## config.mk

```make
export PLATFORM = sky130hd
export DESIGN_NAME = axi_lite_regfile
export DESIGN_NICKNAME = d
export VERILOG_FILES = /design/src/rtl/axi_lite_regfile.sv
export SDC_FILE = /design/constraint.sdc
export NUM_CORES = 1
export LEC_CHECK = 0
export CORE_AREA = 2 2 436 438
export CTS_CLUSTER_DIAMETER = 30
export DETAILED_ROUTE_END_ITERATION = 7
export DIE_AREA = 0 0 438 440
export HOLD_SLACK_MARGIN = 0.03
export REMOVE_ABC_BUFFERS = 1
export SLEW_MARGIN = 20
export SYNTH_ARGS = -nofsm -noshare
export SYNTH_HDL_FRONTEND = slang
export SYNTH_SLANG_ARGS = --single-unit
```

## constraint.sdc

```tcl
create_clock -name clk -period 2.49 [get_ports clk]
set_input_delay 0.3735 -clock clk [delete_from_list [all_inputs] [get_ports clk]]
set_output_delay 0.3735 -clock clk [all_outputs]
set_load 0.05 [all_outputs]
```

## src/rtl/axi_lite_regfile.sv

```systemverilog
// AXI4-Lite slave register file with byte strobes, SLVERR decode for unmapped or read-only
// writes, hardware-backed read-only registers and a flat register output bus.
module axi_lite_regfile #(
  parameter int unsigned         DATA_WD  = 32,
  parameter int unsigned         ADDR_WD  = 8,
  parameter int unsigned         NUM_REGS = 16,
  parameter logic [NUM_REGS-1:0] RO_MASK  = '0,
  parameter logic [DATA_WD-1:0]  RST_VAL  = '0
) (
  input  logic                        clk,
  input  logic                        rst,
  input  logic [ADDR_WD-1:0]          awaddr,
  input  logic                        awvalid,
  output logic                        awready,
  input  logic [DATA_WD-1:0]          wdata,
  input  logic [DATA_WD/8-1:0]        wstrb,
  input  logic                        wvalid,
  output logic                        wready,
  output logic [1:0]                  bresp,
  output logic                        bvalid,
  input  logic                        bready,
  input  logic [ADDR_WD-1:0]          araddr,
  input  logic                        arvalid,
  output logic                        arready,
  output logic [DATA_WD-1:0]          rdata,
  output logic [1:0]                  rresp,
  output logic                        rvalid,
  input  logic                        rready,
  input  logic [NUM_REGS*DATA_WD-1:0] hw_in,
  output logic [NUM_REGS*DATA_WD-1:0] reg_q
);

  localparam int unsigned ADDR_LSB    = $clog2(DATA_WD / 8);
  localparam int unsigned STRB_WD     = DATA_WD / 8;
  localparam int unsigned IDX_WD      = ADDR_WD - ADDR_LSB;
  localparam logic [1:0]  RESP_OKAY   = 2'b00;
  localparam logic [1:0]  RESP_SLVERR = 2'b10;

  logic               aw_full_q;
  logic [IDX_WD-1:0]  aw_idx_q;
  logic               w_full_q;
  logic [DATA_WD-1:0] w_data_q;
  logic [STRB_WD-1:0] w_strb_q;
  logic               bvalid_q;
  logic [1:0]         bresp_q;
  logic               rvalid_q;
  logic [DATA_WD-1:0] rdata_q;
  logic [1:0]         rresp_q;

  logic               b_stall;
  logic               aw_fire;
  logic               w_fire;
  logic               ar_fire;
  logic               commit;
  logic [IDX_WD-1:0]  wr_idx;
  logic [DATA_WD-1:0] wr_data;
  logic [STRB_WD-1:0] wr_strb;
  logic [IDX_WD-1:0]  rd_idx;
  logic [NUM_REGS-1:0] wr_sel;
  logic [NUM_REGS-1:0] rd_sel;
  logic               wr_err;
  logic               rd_err;
  logic [DATA_WD-1:0] rd_val;
  logic               unused_addr;

  assign unused_addr = ^{awaddr[ADDR_LSB-1:0], araddr[ADDR_LSB-1:0]};

  // Handshakes
  assign b_stall = bvalid_q && !bready;
  assign awready = !aw_full_q && !b_stall;
  assign wready  = !w_full_q && !b_stall;
  assign arready = !(rvalid_q && !rready);
  assign aw_fire = awvalid && awready;
  assign w_fire  = wvalid && wready;
  assign ar_fire = arvalid && arready;
  assign commit  = (aw_fire || aw_full_q) && (w_fire || w_full_q);

  // A live channel that fires this cycle takes precedence over its buffer
  assign wr_idx  = aw_fire ? awaddr[ADDR_WD-1:ADDR_LSB] : aw_idx_q;
  assign wr_data = w_fire ? wdata : w_data_q;
  assign wr_strb = w_fire ? wstrb : w_strb_q;
  assign rd_idx  = araddr[ADDR_WD-1:ADDR_LSB];

  always_comb begin
    wr_sel = '0;
    rd_sel = '0;
    for (int i = 0; i < NUM_REGS; i++) begin
      wr_sel[i] = (wr_idx == IDX_WD'(i));
      rd_sel[i] = (rd_idx == IDX_WD'(i));
    end
  end

  assign wr_err = !(|wr_sel) || (|(wr_sel & RO_MASK));
  assign rd_err = !(|rd_sel);

  always_comb begin
    rd_val = '0;
    for (int i = 0; i < NUM_REGS; i++) begin
      if (rd_sel[i]) rd_val = reg_q[i*DATA_WD +: DATA_WD];
    end
  end

  // Write channel buffers and response
  always_ff @(posedge clk) begin
    if (rst) begin
      aw_full_q <= 1'b0;
      aw_idx_q  <= '0;
      w_full_q  <= 1'b0;
      w_data_q  <= '0;
      w_strb_q  <= '0;
      bvalid_q  <= 1'b0;
      bresp_q   <= RESP_OKAY;
    end else begin
      if (commit) begin
        aw_full_q <= 1'b0;
        w_full_q  <= 1'b0;
        bvalid_q  <= 1'b1;
        bresp_q   <= wr_err ? RESP_SLVERR : RESP_OKAY;
      end else begin
        if (aw_fire) begin
          aw_full_q <= 1'b1;
          aw_idx_q  <= awaddr[ADDR_WD-1:ADDR_LSB];
        end
        if (w_fire) begin
          w_full_q <= 1'b1;
          w_data_q <= wdata;
          w_strb_q <= wstrb;
        end
        if (bready) bvalid_q <= 1'b0;
      end
    end
  end

  // Read channel
  always_ff @(posedge clk) begin
    if (rst) begin
      rvalid_q <= 1'b0;
      rdata_q  <= '0;
      rresp_q  <= RESP_OKAY;
    end else if (ar_fire) begin
      rvalid_q <= 1'b1;
      rdata_q  <= rd_val;
      rresp_q  <= rd_err ? RESP_SLVERR : RESP_OKAY;
    end else if (rready) begin
      rvalid_q <= 1'b0;
    end
  end

  assign bvalid = bvalid_q;
  assign bresp  = bresp_q;
  assign rvalid = rvalid_q;
  assign rdata  = rdata_q;
  assign rresp  = rresp_q;

  // Read-only slots mirror hw_in; read/write slots hold byte-strobed storage
  for (genvar i = 0; i < NUM_REGS; i++) begin : g_reg
    if (RO_MASK[i]) begin : g_ro
      assign reg_q[i*DATA_WD +: DATA_WD] = hw_in[i*DATA_WD +: DATA_WD];
    end else begin : g_rw
      logic [DATA_WD-1:0] val_q;
      logic               unused_hw;

      assign unused_hw = ^hw_in[i*DATA_WD +: DATA_WD];

      always_ff @(posedge clk) begin
        if (rst) begin
          val_q <= RST_VAL;
        end else if (commit && wr_sel[i]) begin
          for (int k = 0; k < STRB_WD; k++) begin
            if (wr_strb[k]) val_q[8*k +: 8] <= wr_data[8*k +: 8];
          end
        end
      end

      assign reg_q[i*DATA_WD +: DATA_WD] = val_q;
    end
  end

endmodule

```

==> key figures, run 1 <==
Run status
  • Status: finished clean

Clocking
  • # H-tree levels: 4
  • Total CTS buffers: 156
  • CTS tree: yes
  • Worst skew pair latency: 0.78 ns
  • Reg clk slew, reported paths: 0.05 ns
  • Clock buffer depth: 3
  • Sink Count: 592
  • Root Driver: clkbuf_16

Power and ir drop
  • Lkg Pwr: 18.5 nW
  • Worst VDD drop: 0.490 mV
  • Pwr Density: 757 mW/mm^2
  • Power, Total: 34.3 mW

Finish
  • Most common cell after layout, fill and taps aside: nand2_1
  • Number of fill cells in the layout: 20200
  • Share of cells above drive strength 1: 0.250
  • Most frequent cells in the layout: nand2_1, dfxtp_1, mux2i_1
  • Nets: 4260
  • FF/Latch Area: 0.0119 mm^2
  • Area of the multi-input gates: 0.0145 mm^2
  • Area growth from synthesis to layout: 65.1%

Synthesis
  • FF+latch count, synth: 592
  • Xor and xnor area share after synthesis: 0
  • Cell area after synthesis: 0.0274 mm^2
  • Post-synth ARST share: 0
  • Synth area leaders: dfxtp_1, mux2i_1, nand2_1
  • Post-synthesis compound-gate area fraction: 0.101
  • Top FF cell, synth: dfxtp_1
  • Synth Area per Inst: 9.74 um^2
  • Top-area cell type share of the netlist area: 0.432
  • Distinct cell type count after synthesis: 78
  • Synth Area in Simple Gates: 0.150
  • Syn Inst Count: 2815
  • Adder-cell area share of the yosys netlist: 0
  • Area leader, netlist: dfxtp_1
  • EDFF count, synth: 0
  • Seq/Total Area, Yosys: 0.432
  • Yosys warns: 0
  • Post-synthesis mux area share: 0.270
  • Largest family of logic cells by synthesized area: multiplexers

Global routing
  • Largest net degree at the start of global routing: 149
  • Met3 GRT Util: 0.0639
  • Gr busiest metal: met2
  • Overflow after GRT: 0
  • Vias in the first global route: 26900
  • Antenna violations before repair: 25
  • Met1 Use GR: 0.197
  • Met2 usage: 0.251
  • All-Layer GR Usage: 0.164
  • First-pass GRT wire length: 221 mm

Hold path
  • Hold depth: 3
  • Hold path startpoint: wdata[14]
  • Worst hold path class: in2reg
  • Worst hold endpoint: w_data_q[14]

Floorplanning
  • Die area: 0.193 mm^2
  • Row Count: 160
  • Die Ht: 440 um
  • CORE AREA: 0.189 mm^2
  • DIE WIDTH: 438 um
  • I/O pin cnt: 1124
  • Initial Util: 0.145

Routing
  • WL final: 165 mm
  • DRC: 0
  • Remaining antenna violation count: 0
  • Vias: 27000
  • Vias per inst: 4.25
  • First-pass DRT Iterations: 8
  • Drt wl/cell: 26.0 um
  • DRC marker count from the first detailed-route iteration: 2400

Worst setup path
  • Worst reg-to-reg setup slack: 0.04 ns
  • CP endpoint kind: flop
  • CP Class: reg2reg
  • Critical Path Fanout Max: 15
  • R2R Path Start: bvalid
  • Worst r2r dst: g_reg[12].g_rw.val_q[4]
  • Critical path arrival: 3.12 ns
  • Crit path required time: 3.16 ns
  • CP Launch Type: flop
  • Critical path origin: bvalid
  • Worst reg-to-reg path cell count: 9

STA
  • Fmax: 408 MHz
  • Worst clock skew: 0.0539 ns
  • Post-route minimum period: 2.45 ns
  • Final setup TNS: 0 ns
  • Rel. slew slack: 0.423
  • Slew @ Worst Pin: 0.866 ns
  • Fin. Hold Viols: 0
  • Slew Limit Fails: 0
  • Count of final setup violators: 0
  • RSZ-0062 raised after global routing: no
  • Final period utilization: 0.984

Placed design
  • Hpwl dp: 129 mm
  • Placer Congestion: 0.869
  • Port Buf Inserts: 605

Job
  • Max-Cap Viols: 0
## through the flow
stage	std cells	utilization	setup slack [ns]	hold slack [ns]	instance area (um^2)
floorplan	2566	-	-4.09	0.428	26200
global placement	6035	0.209	-0.677	0.449	39400
detailed placement	6035	0.209	-0.672	0.446	39400
CTS	6330	0.240	0.000122	0.115	45200
global route	6335	0.240	0.00643	0.156	45200
finish	6347	0.240	0.0392	0.184	45300
## timing repair
item | 4_1_cts | 5_1_grt
resized for setup | 38 | 10
hold buffers | 0 | 0
endpoints found under the setup margin | 125 | 58
pin swaps | 0 | 1
setup buffers | 4 | 2
cloned | 1 | 0
## state kept, by name (all words and copies together), names as in the netlist
| signal | cells |
|---|---|
| rdata | 32 |
| aw_full_q | 1 |
| rresp | 1 |
| g.g_rw.val_q | 512 |
| aw_idx_q | 6 |
| bresp | 1 |
| bvalid | 1 |
| w_full_q | 1 |
| w_strb_q | 4 |
| rvalid | 1 |
| w_data_q | 32 |
## cell type report
class,instances,share of cell area
Tap cell,2511,0.0694
Inverter,11,0.00108
Antenna cell,15,0.000829
Sequential cell,592,0.262
Clock inverter,104,0.0334
Clock buffer,186,0.0932
Multi-Input combinational cell,1964,0.320
Timing Repair Buffer,964,0.220
## power by group
part	internal [mW]	switching (mW)	total [mW]
Clock	14.7	6.98	21.7
Combinational	1.07	1.84	2.91
Sequential	9.60	0.0742	9.68
Total	25.4	8.89	34.3
## Yosys cell counts (13+ instances only)
cell type and number:
a211oi_1 22, a21oi_1 94, a221oi_1 14, a22oi_1 24, a31oi_1 14, and2_1 13, buf_2 78, buf_4 17
buf_6 13, clkbuf_1 134, dfxtp_1 592, mux2_2 84, mux2i_1 544, mux4_2 41, nand2_1 646, nand3_1 65
nand3_2 24, nor2_1 30, nor3_4 16, o21ai_0 66, o221a_2 13, o221ai_1 17, o22ai_1 31, o2bb2ai_1 19
## how the worst max path moves through the flow
stage	endpoint	slack (ns)	cells past startpoint
2_1_floorplan	rdata[10]	-4.09	5
3_3_place_gp	g_reg[9].g_rw.val_q[15]	-0.68	10
3_5_place_dp	g_reg[9].g_rw.val_q[12]	-0.67	10
4_1_cts	reg_q[400]	0.0001	1
5_1_grt	reg_q[400]	0.006	1
6_report	g_reg[12].g_rw.val_q[4]	0.04	9
## critical path, stage by stage, from the launching register on
cell	delay [ns]
dfxtp_2	0.34
nor2b_2	0.19
buf_4	0.14
o31a_1	0.27
a221o_4	0.35
buf_12	0.18
buf_4	0.19
nor3_4	0.20
buf_4	0.24
mux2i_1	0.21
## cells by family after synthesis
kind of cell,Yosys count
AND/OR/NAND/NOR,887
multiplexers,673
flip-flops,592
AO/OA/AOI/OAI,401
buffers and inverters,261
other,1
## layer usage
| layer | share of wire | vias up |
|---|---|---|
| li1 | - | 11900 |
| met1 | 0.40 | 13300 |
| met2 | 0.43 | 1396 |
| met3 | 0.11 | 362 |
| met4 | 0.063 | 8 |
| met5 | 0.00033 | - |
No activity file was read; power rests on OpenSTA's default activity.
==> inputs of run 2 (changes only) <==
Settings changed: CORE_AREA 2 2 436 438 to 2 2 441 443, DIE_AREA 0 0 438 440 to 0 0 443 445.
==> key figures, run 2 (same netlist as run 1, synthesis figures left out) <==
Floorplanning
  • Row Count: 161
  • Initial Util: 0.143
  • I/O pin cnt: 1124
  • Die area: 0.197 mm^2
  • CORE AREA: 0.192 mm^2
  • DIE WIDTH: 443 um
  • Die Ht: 445 um

STA
  • Fin. Hold Viols: 0
  • Final period utilization: 0.984
  • Rel. slew slack: 0.466
  • Slew @ Worst Pin: 0.800 ns
  • Worst clock skew: 0.0397 ns
  • Final setup TNS: 0 ns
  • Setup slack after layout: 0.0405 ns
  • Count of final setup violators: 0
  • Slew Limit Fails: 0
  • Fmax: 408 MHz
  • Post-route minimum period: 2.45 ns
  • RSZ-0062 raised after global routing: yes

Finish
  • Design area: 0.0452 mm^2
  • Nets: 4261
  • Most frequent cells in the layout: nand2_1, dfxtp_1, mux2i_1
  • Area growth from synthesis to layout: 65.0%
  • Share of cells above drive strength 1: 0.246
  • Max FFs per register: 512
  • Most common cell after layout, fill and taps aside: nand2_1
  • Top reg by flops: g.g_rw.val_q

Worst setup path
  • Worst r2r dst: g_reg[0].g_rw.val_q[10]
  • Worst reg-to-reg path cell count: 7
  • Critical Path Fanout Max: 3
  • CP Launch Type: flop
  • CP bufs+invs: 1
  • CP Class: reg2out
  • Crit-path slowest cell: clkdlybuf4s50_1
  • CP peak stage delay: 0.86 ns
  • R2R Path Start: aw_full_q
  • Worst path cell trace: clkdlybuf4s50_1
  • Critical path arrival: 2.08 ns
  • Crit path required time: 2.12 ns
  • CP endpoint kind: primary output
  • Worst reg-to-reg setup slack: 0.11 ns
  • Critical path origin: g_reg[8].g_rw.val_q[7]
  • Critical path capture point: reg_q[263]
  • Family with the most delay on the worst path: buffers and inverters
  • Critical path depth: 1

Routing
  • Drt wl/cell: 25.9 um
  • WL final: 165 mm
  • Vias: 26900
  • DRC: 0
  • Remaining antenna violation count: 0
  • Vias per inst: 4.23
  • DRC marker count from the first detailed-route iteration: 2416
  • First-pass DRT Iterations: 5

Clocking
  • CTS tree: yes
  • Reg clk slew, reported paths: 0.05 ns
  • Total CTS buffers: 153
  • # H-tree levels: 4
  • Root Driver: clkbuf_16
  • Clock buffer depth: 3
  • Sink Count: 592
  • Worst skew pair latency: 0.76 ns

Placed design
  • Placed inst area: 0.0397 mm^2
  • Hpwl dp: 129 mm
  • Pre-CTS setup slack: -0.737 ns
  • Port Buf Inserts: 605
  • Placer Congestion: 0.875

Global routing
  • Vias in the first global route: 27000
  • First-pass GRT wire length: 222 mm
  • Antenna violations before repair: 30
  • All-Layer GR Usage: 0.161
  • Overflow after GRT: 0
  • Largest net degree at the start of global routing: 109

Power and ir drop
  • Lkg Pwr: 18.5 nW
  • Pwr Density: 737 mW/mm^2
  • Worst VDD drop: 0.755 mV

Hold path
  • Worst hold path class: in2reg

Job
  • Max-Cap Viols: 0

Run status
  • Status: finished clean
[run 2: power breakdown]
part	switching (mW)	internal, mW	leakage [nW]
registers	0.0781	9.60	4.78
clock network	6.63	14.1	2.63
logic	1.82	1.10	11.1
total	8.53	24.8	18.5
[run 2: worst min-delay path by stage]
stage                       startpoint            to  cells after the start
final                        wdata[29]  w_data_q[29]                      3
after global routing         wdata[19]  w_data_q[19]                      3
after CTS                    wdata[24]  w_data_q[24]                      3
after detailed placement  w_data_q[18]  w_data_q[18]                      2
after global placement       rdata[30]     rdata[30]                      2
after floorplan            w_data_q[0]   w_data_q[0]                      2
[run 2: layout make-up]
| type | count | area [um^2] |
|---|---|---|
| clock buffers | 196 | 4260 |
| repair buffers | 969 | 10200 |
| clock inverters | 84 | 1190 |
| diodes | 15 | 37.5 |
| flip-flops and latches | 592 | 11900 |
| inverters | 11 | 52.6 |
| fillers | 20500 | 147000 |
| multi-input cells | 1963 | 14500 |
| well taps | 2526 | 3160 |
[run 2: through the flow]
stage	instances	hold WS (ns)	util	total power [mW]
2_1_floorplan	2566	0.428	-	10.9
3_3_place_gp	6052	0.445	0.207	12.7
3_5_place_dp	6052	0.445	0.207	12.8
4_1_cts	6339	0.134	0.235	33.6
5_1_grt	6348	0.196	0.236	34.2
6_report	6356	0.204	0.236	33.3
[run 2: routing by layer]
layer / wire length, um / track usage / vias to the layer above
met3: 14500 / 0.0487 / 332
met1: 68100 / 0.200 / 13300
met4: 9050 / 0.0889 / 8
met5: 55 / 0 / -
met2: 72900 / 0.247 / 1329
li1: - / - / 11900
[run 2: repair_timing]
| item | 4_1_cts | 5_1_grt |
|---|---|---|
| resized for setup | 53 | 8 |
| gates cloned | 0 | 0 |
| setup endpoints to repair | 182 | 23 |
| endpoints found under the hold margin | 4 | 0 |
| buffers inserted | 6 | 2 |
| pin swaps | 3 | 1 |
| hold buffers | 1 | 0 |
